### src/rtl/vector_serializer_if.sv
// vector_serializer_if: vector capture handshake and beat stream bundle for vector_serializer
interface vector_serializer_if #(
    parameter int NUM_INPUTS = 16,
    parameter int DATA_WIDTH = 16,
    parameter int LANES      = 1
);
    localparam int IDX_W = (NUM_INPUTS > 1) ? $clog2(NUM_INPUTS) : 1;
    logic                          in_valid;
    logic                          in_ready;
    logic [DATA_WIDTH*NUM_INPUTS-1:0] in_data;
    logic                          out_valid;
    logic                          out_ready;
    logic [DATA_WIDTH*LANES-1:0]   out_data;
    logic [IDX_W-1:0]              out_index;
    logic                          out_last;
    logic                          busy;
    logic                          done;
    modport master (
        output in_valid, in_data, out_ready,
        input  in_ready, out_valid, out_data, out_index, out_last, busy, done
    );
    modport slave (
        input  in_valid, in_data, out_ready,
        output in_ready, out_valid, out_data, out_index, out_last, busy, done
    );
endinterface

### src/rtl/vector_serializer.sv
// vector_serializer: captures a flattened vector, then streams it LANES elements per beat
module vector_serializer #(
    parameter int NUM_INPUTS = 16,
    parameter int DATA_WIDTH = 16,
    parameter int LANES      = 1,
    parameter int MSB_FIRST  = 1,
    parameter int LEAD_DELAY = 1
) (
    input logic clk,
    input logic reset,
    vector_serializer_if.slave bus
);
    localparam int NUM_BEATS = NUM_INPUTS / LANES;
    localparam int IDX_W     = (NUM_INPUTS > 1) ? $clog2(NUM_INPUTS) : 1;
    localparam int VW        = NUM_INPUTS * DATA_WIDTH;
    localparam logic [IDX_W-1:0] LAST_IDX  = IDX_W'((NUM_BEATS - 1) * LANES);
    localparam logic [IDX_W-1:0] STEP      = IDX_W'(LANES);
    localparam logic [3:0]       LEAD_LAST = 4'(LEAD_DELAY - 1);

    if ((NUM_INPUTS % LANES) != 0 || LEAD_DELAY < 0 || LEAD_DELAY > 15) begin : g_param_check
        $error("vector_serializer: NUM_INPUTS must divide by LANES and LEAD_DELAY must be 0..15");
    end

    typedef enum logic [1:0] {IDLE, LEAD, STREAM} state_t;

    state_t           state_q, state_d;
    logic [VW-1:0]    vec_q, vec_d, in_ord;
    logic [IDX_W-1:0] idx_q, idx_d;
    logic [3:0]       lead_q, lead_d;
    logic             done_q, done_d;
    logic             valid, fire, last;

    // Store elements in stream order so each beat is one contiguous slice
    for (genvar k = 0; k < NUM_INPUTS; k++) begin : g_order
        assign in_ord[k*DATA_WIDTH +: DATA_WIDTH] = (MSB_FIRST != 0) ?
            bus.in_data[(NUM_INPUTS-1-k)*DATA_WIDTH +: DATA_WIDTH] :
            bus.in_data[k*DATA_WIDTH +: DATA_WIDTH];
    end

    assign valid = state_q == STREAM;
    assign fire  = valid && bus.out_ready;
    assign last  = idx_q == LAST_IDX;

    always_comb begin
        state_d = state_q;
        vec_d   = vec_q;
        idx_d   = idx_q;
        lead_d  = lead_q;
        done_d  = 1'b0;
        if (state_q == IDLE && bus.in_valid) begin
            vec_d   = in_ord;
            idx_d   = '0;
            lead_d  = '0;
            state_d = (LEAD_DELAY > 0) ? LEAD : STREAM;
        end
        if (state_q == LEAD) begin
            lead_d  = lead_q + 4'd1;
            state_d = (lead_q == LEAD_LAST) ? STREAM : LEAD;
        end
        if (fire) begin
            idx_d   = last ? '0 : idx_q + STEP;
            done_d  = last;
            state_d = last ? IDLE : STREAM;
        end
    end

    always_ff @(posedge clk) begin
        if (reset) begin
            state_q <= IDLE;
            vec_q   <= '0;
            idx_q   <= '0;
            lead_q  <= '0;
            done_q  <= 1'b0;
        end else begin
            state_q <= state_d;
            vec_q   <= vec_d;
            idx_q   <= idx_d;
            lead_q  <= lead_d;
            done_q  <= done_d;
        end
    end

    assign bus.in_ready  = state_q == IDLE;
    assign bus.busy      = state_q != IDLE;
    assign bus.out_valid = valid;
    assign bus.out_data  = valid ? vec_q[idx_q*DATA_WIDTH +: DATA_WIDTH*LANES] : '0;
    assign bus.out_index = valid ? idx_q : '0;
    assign bus.out_last  = valid && last;
    assign bus.done      = done_q;
endmodule
### src/flat_wrapper.sv
// flat-port wrapper written by rule: the top's interface ports become plain ports
module vector_serializer_flat 
#(
    parameter int NUM_INPUTS = 16,
    parameter int DATA_WIDTH = 16,
    parameter int LANES      = 1,
    parameter int MSB_FIRST  = 1,
    parameter int LEAD_DELAY = 1
)
  (clk, reset, bus_in_valid, bus_in_data, bus_out_ready, bus_in_ready, bus_out_valid, bus_out_data, bus_out_index, bus_out_last, bus_busy, bus_done);
  vector_serializer_if #(.NUM_INPUTS(NUM_INPUTS), .DATA_WIDTH(DATA_WIDTH), .LANES(LANES)) bus_i ();
  input logic clk;
  input logic reset;
  input wire logic [$bits(bus_i.in_valid)-1:0] bus_in_valid;
  input wire logic [$bits(bus_i.in_data)-1:0] bus_in_data;
  input wire logic [$bits(bus_i.out_ready)-1:0] bus_out_ready;
  output wire logic [$bits(bus_i.in_ready)-1:0] bus_in_ready;
  output wire logic [$bits(bus_i.out_valid)-1:0] bus_out_valid;
  output wire logic [$bits(bus_i.out_data)-1:0] bus_out_data;
  output wire logic [$bits(bus_i.out_index)-1:0] bus_out_index;
  output wire logic [$bits(bus_i.out_last)-1:0] bus_out_last;
  output wire logic [$bits(bus_i.busy)-1:0] bus_busy;
  output wire logic [$bits(bus_i.done)-1:0] bus_done;
  assign bus_i.in_valid = bus_in_valid;
  assign bus_i.in_data = bus_in_data;
  assign bus_i.out_ready = bus_out_ready;
  assign bus_in_ready = bus_i.in_ready;
  assign bus_out_valid = bus_i.out_valid;
  assign bus_out_data = bus_i.out_data;
  assign bus_out_index = bus_i.out_index;
  assign bus_out_last = bus_i.out_last;
  assign bus_busy = bus_i.busy;
  assign bus_done = bus_i.done;
  vector_serializer #(.NUM_INPUTS(NUM_INPUTS), .DATA_WIDTH(DATA_WIDTH), .LANES(LANES), .MSB_FIRST(MSB_FIRST), .LEAD_DELAY(LEAD_DELAY)) u_core (.clk(clk), .reset(reset), .bus(bus_i));
endmodule
### config.mk
export PLATFORM = sky130hd
export DESIGN_NAME = vector_serializer_flat
export DESIGN_NICKNAME = d
export VERILOG_FILES = /design/src/rtl/vector_serializer_if.sv /design/src/rtl/vector_serializer.sv /design/src/flat_wrapper.sv
export SDC_FILE = /design/constraint.sdc
export NUM_CORES = 1
export LEC_CHECK = 0
export CAP_MARGIN = 20
export CORE_MARGIN = 3
export CORE_UTILIZATION = 35
export CTS_BUF_LIST = sky130_fd_sc_hd__clkbuf_8
export CTS_CLUSTER_SIZE = 40
export DETAILED_ROUTE_END_ITERATION = 16
export DONT_BUFFER_PORTS = 1
export PLACE_DENSITY_LB_ADDON = 0.12
export RECOVER_POWER = 50
export SLEW_MARGIN = 20
export SYNTH_ARGS = -nofsm -noshare
export SYNTH_HDL_FRONTEND = slang
export SYNTH_SLANG_ARGS = --single-unit
### constraint.sdc
create_clock -name clk -period 2.6 [get_ports clk]
set_input_delay 0.52 -clock clk [delete_from_list [all_inputs] [get_ports clk]]
set_output_delay 0.52 -clock clk [all_outputs]
set_load 0.01 [all_outputs]
==> flow_summary.yaml, run 1 <==
critical_path:
  crit_slowest_cell: "mux4_2"
  cp-start-kind: "flip-flop"
  crit_fanout: 7
  crit_chain: "buf_12, mux4_2, nand2b_4, nand3_2, o21ai_2, buf_4"
  worstPathRequired_ns: 2.08
  cp_top_family: "multiplexers"
  cp-end-kind: "output pin"
  cp_num_buf_inv: 2
  critPathKind: "reg2out"
  slowest_delay_ns: 0.53
  worstPathArrival_ns: 2.25
synth:
  yosysWarnings: 0
  syn_area_um2: 11600
  synth_top_area_share_pct: 46.3
  synthCells: 1438
  synth_common_cells: "529 x nand2_1, 267 x dfxtp_1, 260 x a21oi_1, 95 x mux2i_1, 63 x buf_2"
  async_reset_ff_share_pct: 0
  synth_ff_type: "dfxtp_1"
  synth_nets: 1701
  yosysSeqAreaShare_pct: 46.3
  yosys.area.top_type: "dfxtp_1"
  yosysMostFrequentCell: "nand2_1"
  avgSynthCellArea_um2: 8.03
  synth_edf_count: 0
  yosys-top-cells-area: "dfxtp_1 46%, nand2_1 17%, a21oi_1 11%"
  ys_types: 36
  ys_ff_latch: 267
die:
  rows: 65
  initial_core_util_pct: 36.1
  die_w_um: 188
  core-area_um2: 32000
  dieArea_um2: 35200
  fp.dieH_um: 188
  boundaryPins: 285
timing:
  setup_ws_ns: -0.167
  fin_setup_tns_ns: -2.00
  fmax_mhz: 361
  tightest_slew_ns: 1.13
  setup_violations: 16
  final_max_slew_viol_count: 0
  clock-skew-final_ns: 0.0197
  hold_viol_final: 0
  fin_crit_ns: 2.77
  slew_headroom_pct: 24.5
  period_share_pct: 106
  rsz0062_at_grt: "yes"
clock_network:
  path_clk_slew_ns: 0.06
  root_buffer: "clkbuf_8"
  cts_tree: "done"
  clock_path_buffers: 3
  cts_buffers: 48
  clk_latency_ns: 0.56
  htreeDepth: 2
  clkSinkCount: 267
outcome:
  status: "finished with violations"
  violations: "setup timing"
detailed_routing:
  avgRoutedWirePerCell_um: 20.8
  route.vias.total: 9754
  routed_wl_um: 39500
  viasPerCell: 5.14
  ant_nets: 0
  first_iter_violations: 640
  drc_errors: 0
  first_pass_iters: 5
place:
  dp_hpwl_um: 27500
  placed_area_um2: 11900
  place_ws_ns: -0.164
  portBuffers: 0
  place_congestion: 0.843
pwr:
  p_switching_w: 0.00287
  p_leak_nw: 4.83
  power.internal_w: 0.00713
  peakVddDrop_mv: 0.349
  seq_power_share_pct: 46.5
  pwr-share-comb_pct: 14.6
  swShare_pct: 28.7
  powerDensity_nw_per_um2: 730
  p_clk_share_pct: 38.9
flow_run:
  drv_cap: 0
global_routing:
  grt_pass1_wl_um: 58700
  antenna_found_initial: 4
  grt_pass1_vias: 9763
  overflow: 0
  grt_usage_pct: 21.6
  grt_max_degree: 268
final_layout:
  final_util_pct: 42.7
  fin_nets: 1691
  stdcell_area_um2: 13700
  area_delta_synth_final_pct: 18.5
  drive_above_1_share_pct: 15.4
worst_hold_path:
  hold_path_class: "in2reg"
logic make-up (layout without fill, tap and decap cells):
| family | count (synthesis) | in the layout | synth area share, % |
|---|---|---|---|
| buf+inv | 125 | 147 | 5.47 |
| compound gates | 331 | 331 | 15.6 |
| simple gates | 596 | 596 | 20.4 |
| xor+xnor | 1 | 1 | 0.0758 |
| other cells | 0 | 4 | 0 |
| flops | 267 | 267 | 46.3 |
| fa+ha+maj | 3 | 3 | 0.325 |
| mux | 115 | 115 | 11.9 |
through the flow:
step	cells	total power, W	hold slack (ns)
finish	1899	0.00999	0.0283
global route	1899	0.0105	0.00299
CTS	1890	0.0101	0.00802
detailed placement	1796	0.00608	0.441
global placement	1796	0.00606	0.436
floorplan	1438	0.00569	0.432
power by group through the flow:
stage	clock, W	sequential [W]	combinational [W]
2_1_floorplan	0	0.00464	0.00105
3_3_place_gp	0	0.00471	0.00135
3_5_place_dp	0	0.00471	0.00136
4_1_cts	0.00401	0.00464	0.00147
5_1_grt	0.00419	0.00469	0.00163
6_report	0.00388	0.00465	0.00146
flip-flops by register name (all words and copies together), names as in the netlist:
| signal | count |
|---|---|
| u_core.state_q | 2 |
| u_core.bus.done | 1 |
| u_core.lead_q | 4 |
| u_core.vec_q | 256 |
| u_core.idx_q | 4 |
cells in the final DEF, fill, tap and decap left out, types with 6 or more instances in the layout:
master / Yosys / final
inv_1: 4 / 20
a21oi_1: 260 / 260
clkbuf_8: 0 / 60
dfxtp_1: 267 / 263
mux4_2: 16 / 17
mux2i_4: 0 / 7
buf_12: 0 / 9
nand3_2: 0 / 8
buf_4: 9 / 33
mux2i_2: 0 / 12
mux2i_1: 95 / 76
nand2_1: 529 / 528
nand2b_4: 0 / 14
a22oi_1: 50 / 48
buf_6: 5 / 7
nor2_1: 14 / 12
o21ai_2: 1 / 10
nand3_1: 19 / 6
worst paths after layout:
| path | from | endpoint | slack [ns] | cells after the start |
|---|---|---|---|---|
| hold reg to reg | u_core.vec_q[240]$_SDFFE_PP0P_ | u_core.vec_q[240]$_SDFFE_PP0P_ | 0.45 | 2 |
| setup reg to reg | u_core.state_q[0]$_SDFFE_PP0P_ | u_core.vec_q[15]$_SDFFE_PP0P_ | 0.10 | 5 |
| hold / removal | reset | u_core.vec_q[177]$_SDFFE_PP0P_ | 0.03 | 1 |
| setup / recovery | u_core.idx_q[1]$_SDFFE_PP0P_ | bus_out_data[13] | -0.17 | 6 |
cell type report:
cell class | instances | area, um2
antenna | 4 | 10.0
clock buffer | 60 | 826
clock inverter | 22 | 121
fill | 3319 | 18400
inverter | 4 | 15.0
multi-input combinational | 1046 | 6070
sequential | 267 | 5360
tap | 435 | 544
timing repair buffer | 61 | 748
worst reg2reg max path, delay by kind of cell (launching register included):
family,cells,cell delay (ns)
flops,1,0.34
compound gates,1,0.17
simple gates,2,1.07
buf+inv,2,0.80
per-layer routing:
metal / track usage, % / part of all wire (%) / up-vias
met5: 0 / 0 / -
met4: 9.70 / 4.1 / 0
met3: 4.97 / 6.4 / 74
met2: 34.3 / 46 / 316
met1: 28.1 / 43 / 4558
li1: - / - / 4806
what timing repair did:
action,in CTS,in global routing
gates cloned,6,0
endpoints found under the hold margin,0,3
pin swaps,3,2
buffers inserted,12,5
hold buffers,0,1
setup endpoints to repair,18,17
gates resized for setup,117,16
Note: power is estimated with default switching activity, not from simulation.
==> run 2, diff against run 1 <==
--- a/config.mk
+++ b/config.mk
@@ -9,7 +9,6 @@
 export CORE_MARGIN = 3
 export CORE_UTILIZATION = 35
 export CTS_BUF_LIST = sky130_fd_sc_hd__clkbuf_8
-export CTS_CLUSTER_SIZE = 40
 export DETAILED_ROUTE_END_ITERATION = 16
 export DONT_BUFFER_PORTS = 1
 export PLACE_DENSITY_LB_ADDON = 0.12
==> results of run 2 <==
The final DEF is identical to that of run 1; final timing and power are the same.
